[src/rtl/ncu_sii_pkt_rcv.sv]
// NCU-side receiver for SII->NCU packets: request counting, grants, 1+4 cycle capture, parity check, packet FIFO.
// Optional NCU_SII_PERR_DROP_EN: drop packets with payload parity errors and count them in perr_drop_cnt.
module ncu_sii_pkt_rcv #(
    parameter int DEPTH      = 4,
    parameter int REQ_CNT_W  = 4,
    parameter int GNT_TO_HDR = 2
) (
    input  logic          iol2clk,
    input  logic          rst,
    input  logic          sii_ncu_req,
    input  logic [31:0]   sii_ncu_data,
    input  logic [1:0]    sii_ncu_dparity,
    output logic          ncu_sii_gnt,
    output logic          pkt_vld,
    input  logic          pkt_rdy,
    output logic [31:0]   pkt_hdr,
    output logic [127:0]  pkt_payload,
    output logic          pkt_perr,
    output logic          req_ovf
`ifdef NCU_SII_PERR_DROP_EN
    ,
    output logic [15:0]   perr_drop_cnt
`endif
);
    localparam int AW  = $clog2(DEPTH);
    localparam int OW  = AW + 1;
    localparam int WCW = $clog2(GNT_TO_HDR + 1);
    localparam logic [WCW-1:0] WAIT_LAST = WCW'((GNT_TO_HDR > 1) ? (GNT_TO_HDR - 2) : 0);

    typedef enum logic [2:0] {
        ST_IDLE, ST_GNT, ST_WAIT, ST_HDR, ST_PL0, ST_PL1, ST_PL2, ST_PL3
    } state_t;

    // Per-half even parity mismatch flags: [1] upper 16 bits, [0] lower 16 bits.
    function automatic logic [1:0] par_err(input logic [31:0] d, input logic [1:0] p);
        return {(^d[31:16]) ^ p[1], (^d[15:0]) ^ p[0]};
    endfunction

    state_t              state_r;
    logic [WCW-1:0]      wait_cnt_r;
    logic [REQ_CNT_W-1:0] req_cnt_r;
    logic [31:0]         hdr_r;
    logic [95:0]         pl_r;
    logic                perr_acc_r;
    logic [AW-1:0]       wr_ptr_r, rd_ptr_r;
    logic [OW-1:0]       occ_r;
    logic [31:0]         mem_hdr [DEPTH];
    logic [127:0]        mem_pl  [DEPTH];

    logic cur_perr_s, pkt_perr_s, space_s, go_gnt_s, push_s, pop_s;

    assign cur_perr_s = |par_err(sii_ncu_data, sii_ncu_dparity);
    assign pkt_perr_s = perr_acc_r | cur_perr_s;
    // The packet between grant and PL3 already owns a slot, so it counts against free space.
    assign space_s    = (occ_r + OW'(state_r != ST_IDLE)) < OW'(DEPTH);
    assign go_gnt_s   = ((req_cnt_r != {REQ_CNT_W{1'b0}}) || sii_ncu_req) && space_s;
    assign pkt_vld    = (occ_r != {OW{1'b0}});
    assign pop_s      = pkt_vld && pkt_rdy;
`ifdef NCU_SII_PERR_DROP_EN
    assign push_s     = (state_r == ST_PL3) && !pkt_perr_s;
    assign pkt_perr   = 1'b0;
`else
    logic mem_perr [DEPTH];
    assign push_s     = (state_r == ST_PL3);
    assign pkt_perr   = pkt_vld & mem_perr[rd_ptr_r];
`endif
    assign pkt_hdr     = pkt_vld ? mem_hdr[rd_ptr_r] : 32'h0;
    assign pkt_payload = pkt_vld ? mem_pl[rd_ptr_r]  : 128'h0;

    // Transfer sequencer: grant, header delay, header and payload capture.
    always_ff @(posedge iol2clk or posedge rst) begin
        if (rst) begin
            state_r     <= ST_IDLE;
            ncu_sii_gnt <= 1'b0;
            wait_cnt_r  <= {WCW{1'b0}};
            hdr_r       <= 32'h0;
            pl_r        <= 96'h0;
            perr_acc_r  <= 1'b0;
        end else begin
            case (state_r)
                ST_IDLE: begin
                    if (go_gnt_s) begin
                        state_r     <= ST_GNT;
                        ncu_sii_gnt <= 1'b1;
                    end
                end
                ST_GNT: begin
                    ncu_sii_gnt <= 1'b0;
                    wait_cnt_r  <= {WCW{1'b0}};
                    state_r     <= (GNT_TO_HDR > 1) ? ST_WAIT : ST_HDR;
                end
                ST_WAIT: begin
                    if (wait_cnt_r == WAIT_LAST) state_r <= ST_HDR;
                    else wait_cnt_r <= wait_cnt_r + WCW'(1);
                end
                ST_HDR: begin
                    hdr_r      <= sii_ncu_data;
                    perr_acc_r <= 1'b0;
                    state_r    <= ST_PL0;
                end
                ST_PL0: begin
                    pl_r[31:0] <= sii_ncu_data;
                    perr_acc_r <= perr_acc_r | cur_perr_s;
                    state_r    <= ST_PL1;
                end
                ST_PL1: begin
                    pl_r[63:32] <= sii_ncu_data;
                    perr_acc_r  <= perr_acc_r | cur_perr_s;
                    state_r     <= ST_PL2;
                end
                ST_PL2: begin
                    pl_r[95:64] <= sii_ncu_data;
                    perr_acc_r  <= perr_acc_r | cur_perr_s;
                    state_r     <= ST_PL3;
                end
                ST_PL3: begin
                    if (go_gnt_s) begin
                        state_r     <= ST_GNT;
                        ncu_sii_gnt <= 1'b1;
                    end else begin
                        state_r <= ST_IDLE;
                    end
                end
                default: begin
                    state_r     <= ST_IDLE;
                    ncu_sii_gnt <= 1'b0;
                end
            endcase
        end
    end

    // Outstanding-request counter; saturates at all-ones and flags the overflow stickily.
    always_ff @(posedge iol2clk or posedge rst) begin
        if (rst) begin
            req_cnt_r <= {REQ_CNT_W{1'b0}};
            req_ovf   <= 1'b0;
        end else if (sii_ncu_req && !ncu_sii_gnt) begin
            if (req_cnt_r == {REQ_CNT_W{1'b1}}) req_ovf <= 1'b1;
            else req_cnt_r <= req_cnt_r + REQ_CNT_W'(1);
        end else if (!sii_ncu_req && ncu_sii_gnt) begin
            req_cnt_r <= req_cnt_r - REQ_CNT_W'(1);
        end
    end

    // FIFO pointers and occupancy.
    always_ff @(posedge iol2clk or posedge rst) begin
        if (rst) begin
            wr_ptr_r <= {AW{1'b0}};
            rd_ptr_r <= {AW{1'b0}};
            occ_r    <= {OW{1'b0}};
        end else begin
            if (push_s) wr_ptr_r <= wr_ptr_r + AW'(1);
            if (pop_s)  rd_ptr_r <= rd_ptr_r + AW'(1);
            if (push_s && !pop_s) occ_r <= occ_r + OW'(1);
            else if (!push_s && pop_s) occ_r <= occ_r - OW'(1);
        end
    end

    // FIFO storage; contents are only observed through the pkt_vld gate.
    always_ff @(posedge iol2clk) begin
        if (push_s) begin
            mem_hdr[wr_ptr_r] <= hdr_r;
            mem_pl[wr_ptr_r]  <= {sii_ncu_data, pl_r};
`ifndef NCU_SII_PERR_DROP_EN
            mem_perr[wr_ptr_r] <= pkt_perr_s;
`endif
        end
    end

`ifdef NCU_SII_PERR_DROP_EN
    // Saturating count of packets discarded for payload parity errors.
    always_ff @(posedge iol2clk or posedge rst) begin
        if (rst) perr_drop_cnt <= 16'h0;
        else if ((state_r == ST_PL3) && pkt_perr_s && (perr_drop_cnt != 16'hFFFF))
            perr_drop_cnt <= perr_drop_cnt + 16'h1;
    end
`endif
endmodule

[config.mk]
export PLATFORM = sky130hd
export DESIGN_NAME = ncu_sii_pkt_rcv
export DESIGN_NICKNAME = d
export VERILOG_FILES = /design/src/rtl/ncu_sii_pkt_rcv.sv
export SDC_FILE = /design/constraint.sdc
export NUM_CORES = 1
export LEC_CHECK = 0
export BUFFER_PORTS_ARGS = -buffer_cell sky130_fd_sc_hd__buf_2
export CAP_MARGIN = 0
export CORE_UTILIZATION = 58
export DETAILED_ROUTE_END_ITERATION = 10
export HOLD_SLACK_MARGIN = 0.03
export PLACE_DENSITY_LB_ADDON = 0.05
export SYNTH_ARGS = -nofsm -noshare
export SYNTH_HDL_FRONTEND = slang
export SYNTH_SLANG_ARGS = --single-unit
export TNS_END_PERCENT = 100
[constraint.sdc]
create_clock -name iol2clk -period 5.8 [get_ports iol2clk]
set_input_delay 0.29 -clock iol2clk [delete_from_list [all_inputs] [get_ports iol2clk]]
set_output_delay 0.29 -clock iol2clk [all_outputs]
set_load 0.1 [all_outputs]
# Yosys cells after proc, flatten, opt, wreduce, memory -nomap -nowiden
# Memory sizes are Yosys's and may differ from the RTL's.
# Index checks and enable logic that the tools add are counted.
dict set report totals {
  reg_bits 147
  ramBits 644
  elab_cells 91
  mem_count 3
}
dict set report op_classes {
  addsub 8
  n_lt_le_gt_ge 1
  eq_ne 13
  muxes 18
  n_bitwise 4
  reduce_logical 31
}
# memory words word_bits rd rd_clocked_by_memory_dff write_ports line_no
set mem_list {}
lappend mem_list {mem_pl 4 128 1 0 1 48} ;# logic [127:0] mem_pl [DEPTH];
lappend mem_list {mem_hdr 4 32 1 0 1 47} ;# logic [31:0] mem_hdr [DEPTH];
lappend mem_list {mem_perr 4 1 1 0 1 63} ;# logic mem_perr [DEPTH];
# op n
set op_table {}
lappend op_table {{128-bit two-way mux} 1}
lappend op_table {{32-bit two-way mux} 1}
lappend op_table {{16-bit XOR reduction} 2}
lappend op_table {{3-bit case mux with 8 select lines} 1}
lappend op_table {{3-bit == test, second input constant} 4}
lappend op_table {{3-bit two-way mux} 4}
lappend op_table {{4-bit two-way mux} 3}
lappend op_table {{2-bit AND reduction} 5}
lappend op_table {{2-bit nonzero test} 5}
lappend op_table {{2-bit != test, second input constant} 4}
lappend op_table {{2-bit by 1-bit adder with 2-bit output, second input constant} 3}
lappend op_table {{3-bit by 2-bit == test with 1-bit output, second input constant} 2}
lappend op_table {{1-bit logical AND} 6}
lappend op_table {{3-bit nonzero test} 2}
lappend op_table {{4-bit by 1-bit adder with 4-bit output, second input constant} 1}
lappend op_table {{4-bit == test, second input constant} 1}
lappend op_table {{1-bit logical NOT} 4}
lappend op_table {{1-bit two-way mux} 4}
lappend op_table {{1-bit case mux with 2 select lines} 2}
lappend op_table {{2-bit case mux with 2 select lines} 1}
lappend op_table {{4-bit nonzero test} 1}
lappend op_table {{2-bit OR reduction} 2}
lappend op_table {{4-bit by 1-bit subtractor with 4-bit output, second input constant} 1}
lappend op_table {{3-bit by 1-bit adder with 3-bit output} 1}
lappend op_table {{other kinds (13)} 14}

# Longest topological paths before layout
# Gate-level depths: netlist of run 1.
dict set report depth {
  depth_word 6
  mapped_depth 10
}

# Worst setup path after synthesis of run 1
# No wires, ideal clock.
dict set report synth_path {
  path_type {reg2reg}
  start {reg state_r[2]}
  end {mem mem_hdr[3][0], enable pin}
  setup_time_ps 541
  arrival_time_ps 4522
  t_required_ps 5259
  slack_ps 737
  stages_incl_launch_ff 4
  n_path_buf 2
  period_less_slack_ps 5063
  path_cell_list {dfrtp_1 clkbuf_1 clkbuf_1 and3_1}
}
dict set report synth_via {
  elab_chain_cells 3
}
# element line_no
set synth_rtl {}
lappend synth_rtl {{start, declared} 39} ;# state_t state_r;
lappend synth_rtl {{start signal, assigned} 90} ;# state_r <= (GNT_TO_HDR > 1) ? ST_WAIT : ST_HDR;
lappend synth_rtl {{3-bit == test} 64} ;# assign push_s = (state_r == ST_PL3);
lappend synth_rtl {{1-bit two-way mux} 161} ;# if (push_s) begin
lappend synth_rtl {{1-bit two-way mux (not written as such)} 162} ;# mem_hdr[wr_ptr_r] <= hdr_r;
lappend synth_rtl {{end, declared} 47}
# No other way between the ends.

# Final worst setup path of run 1
dict set report layout_path {
  start {reg rd_ptr_r[0]}
  end {out pkt_payload[41]}
}
dict set report layout_via {
  elab_chain_cells 2
}
# element line_no
set layout_rtl {}
lappend layout_rtl {{start, declared} 45} ;# logic [AW-1:0] wr_ptr_r, rd_ptr_r;
lappend layout_rtl {{start signal, assigned} 149} ;# rd_ptr_r <= {AW{1'b0}};
lappend layout_rtl {{start signal, assigned} 153} ;# if (pop_s) rd_ptr_r <= rd_ptr_r + AW'(1);
lappend layout_rtl {{memory 4 x 128 bit} --}
lappend layout_rtl {{128-bit two-way mux} 68} ;# assign pkt_payload = pkt_vld ? mem_pl[rd_ptr_r] : 128'h0;
lappend layout_rtl {{end, declared} 17} ;# output logic [127:0] pkt_payload,
# No other way between the ends.

==> results.py, run 1 <==
metrics = {
    "global_routing": {
        "grt_max_degree": 162,
        "grt_use_total_pct": 23.4,
        "grt_overflow": 0,
        "grt_antenna_before_repair": 0,
        "grt_pass1_vias": 14700,
        "grt_pass1_wl_mm": 91.4,
    },
    "job": {
        "maxCapViolations": 0,
    },
    "timing": {
        "slew_viol_final": 0,
        "finalSetupViolations": 0,
        "rsz0062_at_grt": "false",
        "timing.final.crit_share_pct": 61.8,
        "slew_headroom_pct": 26.1,
        "hold_viol": 0,
        "max_freq_mhz": 279,
        "worstMarginPinSlew_ns": 1.10,
        "timing.setup.tns_ns": 0,
        "clock_skew_ns": 0.0149,
        "finalCriticalPeriod_ns": 3.59,
    },
    "finish": {
        "drive_gt1_share_pct": 37.2,
        "final_common_cell": "edfxtp_1",
        "fillCellCount": 3420,
        "fin_nets": 1725,
        "final-seq-area_mm2": 0.0230,
        "multiInputGateArea_mm2": 0.00705,
        "diodes": 0,
        "area_growth_pct": 15.1,
        "layout_common_cells": "edfxtp_1, buf_2, mux4_2, and2_1, dfrtp_1",
        "fin_area_mm2": 0.0349,
    },
    "synthesis": {
        "syn_area_mm2": 0.0304,
        "ys_warn_count": 0,
        "yosysTopAreaCell": "edfxtp_1",
        "synth.area.top_cells": "edfxtp_1, dfrtp_1, mux4_2",
        "yosys.cell_types.count": 36,
        "syn_area_per_cell_um2": 21.2,
        "synth_seq_cells": 791,
        "synth_top_cell_area_share_pct": 63.7,
        "seq_area_frac_synth_pct": 75.8,
        "syn_inst": 1434,
        "syn-num-nets": 1486,
    },
    "placed_design": {
        "place_area_mm2": 0.0322,
        "gp_congestion": 0.710,
        "io_buffers": 201,
        "dp_hpwl_mm": 32.2,
    },
    "worst_setup_path": {
        "r2r_end": "mem_hdr[0][25]",
        "crit_start": "rd_ptr_r[0]",
        "r2r-start": "state_r[1]",
        "cp-end-kind": "output port",
        "start_kind": "flip-flop",
        "crit_fanout": 36,
        "crit_arrival_ns": 3.30,
        "critPathKind": "flip-flop to output port",
        "r2r_slack_ns": 3.20,
        "reg2reg_depth": 3,
        "required_ns": 5.51,
        "setup.worst_path.end": "pkt_payload[41]",
    },
    "clock_network": {
        "clock_sinks": 791,
        "clockRootBuffer": "clkbuf_16",
        "h-tree-depth": 3,
        "clk_latency_ns": 0.60,
        "post_cts_buffers": 0,
        "clock_path_buffers": 3,
        "cts_buffers": 78,
        "hold_buffers": 9,
        "clkTransAtPathRegs_ns": 0.06,
        "cts_resized": 0,
        "cts_tree": "yes",
    },
    "routing": {
        "num_vias": 14200,
        "wirelength_mm": 60.2,
        "drt.antenna.violating_nets": 0,
        "drc": 0,
        "drt_iter0_drc": 929,
        "wl_per_cell_um": 24.9,
        "routed_via_density": 5.86,
        "drt_first_pass_iters": 5,
    },
    "min_path": {
        "whs_path_depth": 1,
        "hold_path_class": "input pin to flip-flop",
    },
    "floorplan": {
        "core_mm2": 0.0515,
        "ios": 202,
        "die_y_um": 231,
        "fp-row-count": 83,
        "die_x_um": 231,
        "die_area_mm2": 0.0533,
        "initial_core_util_pct": 58.9,
    },
    "outcome": {
        "status": "complete, no violations",
    },
}
## Yosys cell counts (all sizes together)
cell type  instances
fa                 2
o31a               1
xnor3              2
mux4             161
mux2i              3
o21bai             2
a221oi             1
dfrtp            147
o21ai              4
ha                12
buf               26
xor2               4
xnor2             32
a211oi             3
a31oi              1
inv               11
nand2             10
nand4              3
a21oi              5
clkbuf            43
a41oi              1
or4                1
nand3              1
a22o               3
nor2b              1
a31o               1
a21o               1
and2             161
nand2b             5
or3                2
and3               4
edfxtp           644
mux2             132
nor2               4
## stage by stage
step	setup WS, ns	std cells	util [%]	hold WS (ns)
after CTS	2.07	2415	67.8	0.0315
after floorplan	0.737	1434	-	0.389
after global routing	1.96	2415	67.8	0.0393
final	2.21	2415	67.8	0.0687
after global placement	2.74	2264	62.5	0.347
after detailed placement	2.72	2264	62.5	0.357
## state kept, by name, summed over array words and instances, names as in the netlist
register,count
state_r,3
mem_pl,512
pl_r,96
wait_cnt_r,2
mem_hdr,128
rd_ptr_r,2
perr_acc_r,1
req_ovf,1
occ_r,3
mem_perr,4
hdr_r,32
wr_ptr_r,2
req_cnt_r,4
ncu_sii_gnt,1
## critical path, stage by stage, from the launching register on
cell and delay, ns:
dfrtp_4 0.96, buf_4 0.62, mux4_2 0.58, and2_1 0.20, buf_2 0.30
## cell families after synthesis
family	synth area share [%]
adders and majority gates	0.626
and+or+nand+nor	3.84
AOI/OAI and AO/OA	0.523
DFF	75.8
buffers and inverters	1.08
xor gates and xnor gates	1.19
muxes	16.9
## area by class of cell
type | count | share of cell area, %
multi-input combinational | 563 | 20.2
inverter | 11 | 0.132
timing repair buffer | 228 | 3.81
tap | 680 | 2.43
clock inverter | 35 | 1.16
clock buffer | 107 | 6.39
sequential | 791 | 65.9
## how the worst min path moves through the flow
stage / startpoint / end / slack [ns]
after floorplan: sii_ncu_data[4] / mem_pl[0][100] / 0.39
after global placement: rst / pl_r[43] / 0.35
after detailed placement: rst / pl_r[43] / 0.36
after CTS: sii_ncu_data[16] / mem_pl[0][112] / 0.03
after global routing: sii_ncu_data[4] / mem_pl[2][100] / 0.04
final: sii_ncu_data[2] / mem_pl[3][98] / 0.07
## routing by layer
layer  GRT usage, %  wire length, um
met4           5.69             1020
met3           4.74             3050
met2           37.3            30000
met1           33.8            26200
met5              0                0
Power of run 1 is left out: the tool's default activity adds up to more than one toggle a clock period on the data nets, which glitch-free logic cannot reach.
==> inputs of run 2 (changes only) <==
==> constraint.sdc (replaced) <==
create_clock -name iol2clk -period 3.49 [get_ports iol2clk]
set_input_delay 0.1745 -clock iol2clk [delete_from_list [all_inputs] [get_ports iol2clk]]
set_output_delay 0.1745 -clock iol2clk [all_outputs]
set_load 0.1 [all_outputs]
==> run 2 against run 1 <==
Effect of this change:
- via count increased by 0.69%
- flip-flop and latch count unchanged
- hold slack improved by 0.25 ns
- first-iteration DRC count increased by 24%
- cell count increased by 1.8%
- routed wire length decreased by 0.24%
- critical endpoint is now pkt_hdr[16]
==> results.py, run 2 (same netlist as run 1, synthesis figures left out) <==
metrics = {
    "outcome": {
        "status": "complete, no violations",
    },
    "global_routing": {
        "grt_use_total_pct": 23.4,
        "grt_max_degree": 103,
        "grt_pass1_wl_mm": 91.3,
        "grt_overflow": 0,
        "grt_pass1_vias": 14800,
        "grt_antenna_before_repair": 1,
    },
    "routing": {
        "met3_wirelength_mm": 2.76,
        "wirelength_mm": 60.1,
        "drc": 0,
        "num_vias": 14300,
        "top_layer": "met4",
        "drt_iter0_drc": 1155,
        "dr_wl_met2_mm": 30.2,
        "drt.antenna.violating_nets": 0,
        "wl_met1_mm": 26.0,
        "wl_per_cell_um": 24.4,
        "drt_first_pass_iters": 5,
        "routed_via_density": 5.80,
    },
    "worst_setup_path": {
        "crit_chain": "or3_4 > buf_4 > and2_1 > buf_2",
        "start_kind": "flip-flop",
        "critPathKind": "flip-flop to output port",
        "cpMaxStageDelayCell": "or3_4",
        "slowest_delay_ns": 0.62,
        "required_ns": 3.32,
        "crit_fanout": 69,
        "cp-end-kind": "output port",
        "crit_arrival_ns": 2.93,
    },
    "finish": {
        "final_common_cell": "edfxtp_1",
        "fin_nets": 1768,
        "stdcell_count": 2458,
        "layout_common_cells": "edfxtp_1, buf_2, mux4_2, and2_1, dfrtp_1",
        "drive_gt1_share_pct": 36.2,
        "largest_register_ffs": 512,
        "area_growth_pct": 16.0,
        "diodes": 0,
        "fin_area_mm2": 0.0352,
        "largestRegisters": "mem_pl: 512 flops, mem_hdr: 128 flops, pl_r: 96 flops",
        "largest_register": "mem_pl",
    },
    "floorplan": {
        "die_area_mm2": 0.0533,
        "die_x_um": 231,
        "core_mm2": 0.0515,
        "ios": 202,
        "initial_core_util_pct": 58.9,
        "fp-row-count": 83,
        "die_y_um": 231,
    },
    "timing": {
        "slew_viol_final": 0,
        "worstMarginPinSlew_ns": 0.900,
        "finalSetupViolations": 0,
        "hold_viol": 0,
        "slew_headroom_pct": 39.9,
        "finalCriticalPeriod_ns": 3.11,
        "timing.final.crit_share_pct": 89.0,
        "rsz0062_at_grt": "false",
        "timing.setup.tns_ns": 0,
        "max_freq_mhz": 322,
        "clock_skew_ns": 0.0140,
    },
    "job": {
        "maxCapViolations": 0,
    },
    "clock_network": {
        "hold_buffers": 35,
        "h-tree-depth": 3,
        "clkTransAtPathRegs_ns": 0.06,
        "cts_buffers": 77,
        "clock_path_buffers": 3,
        "clk_latency_ns": 0.60,
        "clock_sinks": 791,
        "post_cts_buffers": 0,
        "clockRootBuffer": "clkbuf_16",
        "cts_resized": 0,
        "cts_tree": "yes",
    },
    "placed_design": {
        "placed_cells": 2282,
        "gp_congestion": 0.723,
        "io_buffers": 201,
        "place_area_mm2": 0.0325,
        "dp_hpwl_mm": 33.6,
    },
    "min_path": {
        "hold_path_class": "input pin to asynchronous set/reset pin",
    },
}
run 2: per-layer routing:
metal	track usage, %	up-vias
li1	-	6242
met1	33.8	7602
met2	37.6	330
met3	3.67	85
met4	6.81	0
met5	0	-
run 2: stage by stage:
stage	util (%)	hold slack [ns]	worst slack (ns)
finish	68.4	0.320	0.384
global route	68.4	0.373	0.166
CTS	68.4	0.310	0.282
detailed placement	63.0	0.399	0.907
global placement	63.0	0.402	0.961
floorplan	-	0.273	0.287
run 2: path summary, 6_finish.rpt:
check | slack, ns | end | from | cells after the start
worst max-delay path | 0.38 | pkt_hdr[16] | occ_r[0] | 4
worst min-delay path | 0.32 | hdr_r[5] | rst | 3
worst max register to register | 0.95 | occ_r[2] | occ_r[0] | 8
worst min register to register | 0.47 | req_ovf | req_ovf | 1
max in group asynchronous | 2.30 | pl_r[0] | rst | 4
min in group iol2clk | 0.40 | req_cnt_r[3] | sii_ncu_req | 3
run 2: layout make-up:
class,instances,area [um2]
multi-input cells,563,7050
fillers,3387,16300
repair buffers,272,1850
well taps,680,851
flip-flops and latches,791,23000
clock inverters,16,123
inverters,11,45.0
clock buffers,125,2270
run 2: worst max-delay path: cells and delay by family, from the launching register on:
kind          cells  cell delay, ns
buf+inv           2            0.97
simple gates      2            0.83
flops             1            0.45
Power of run 2 is left out for the same reason.
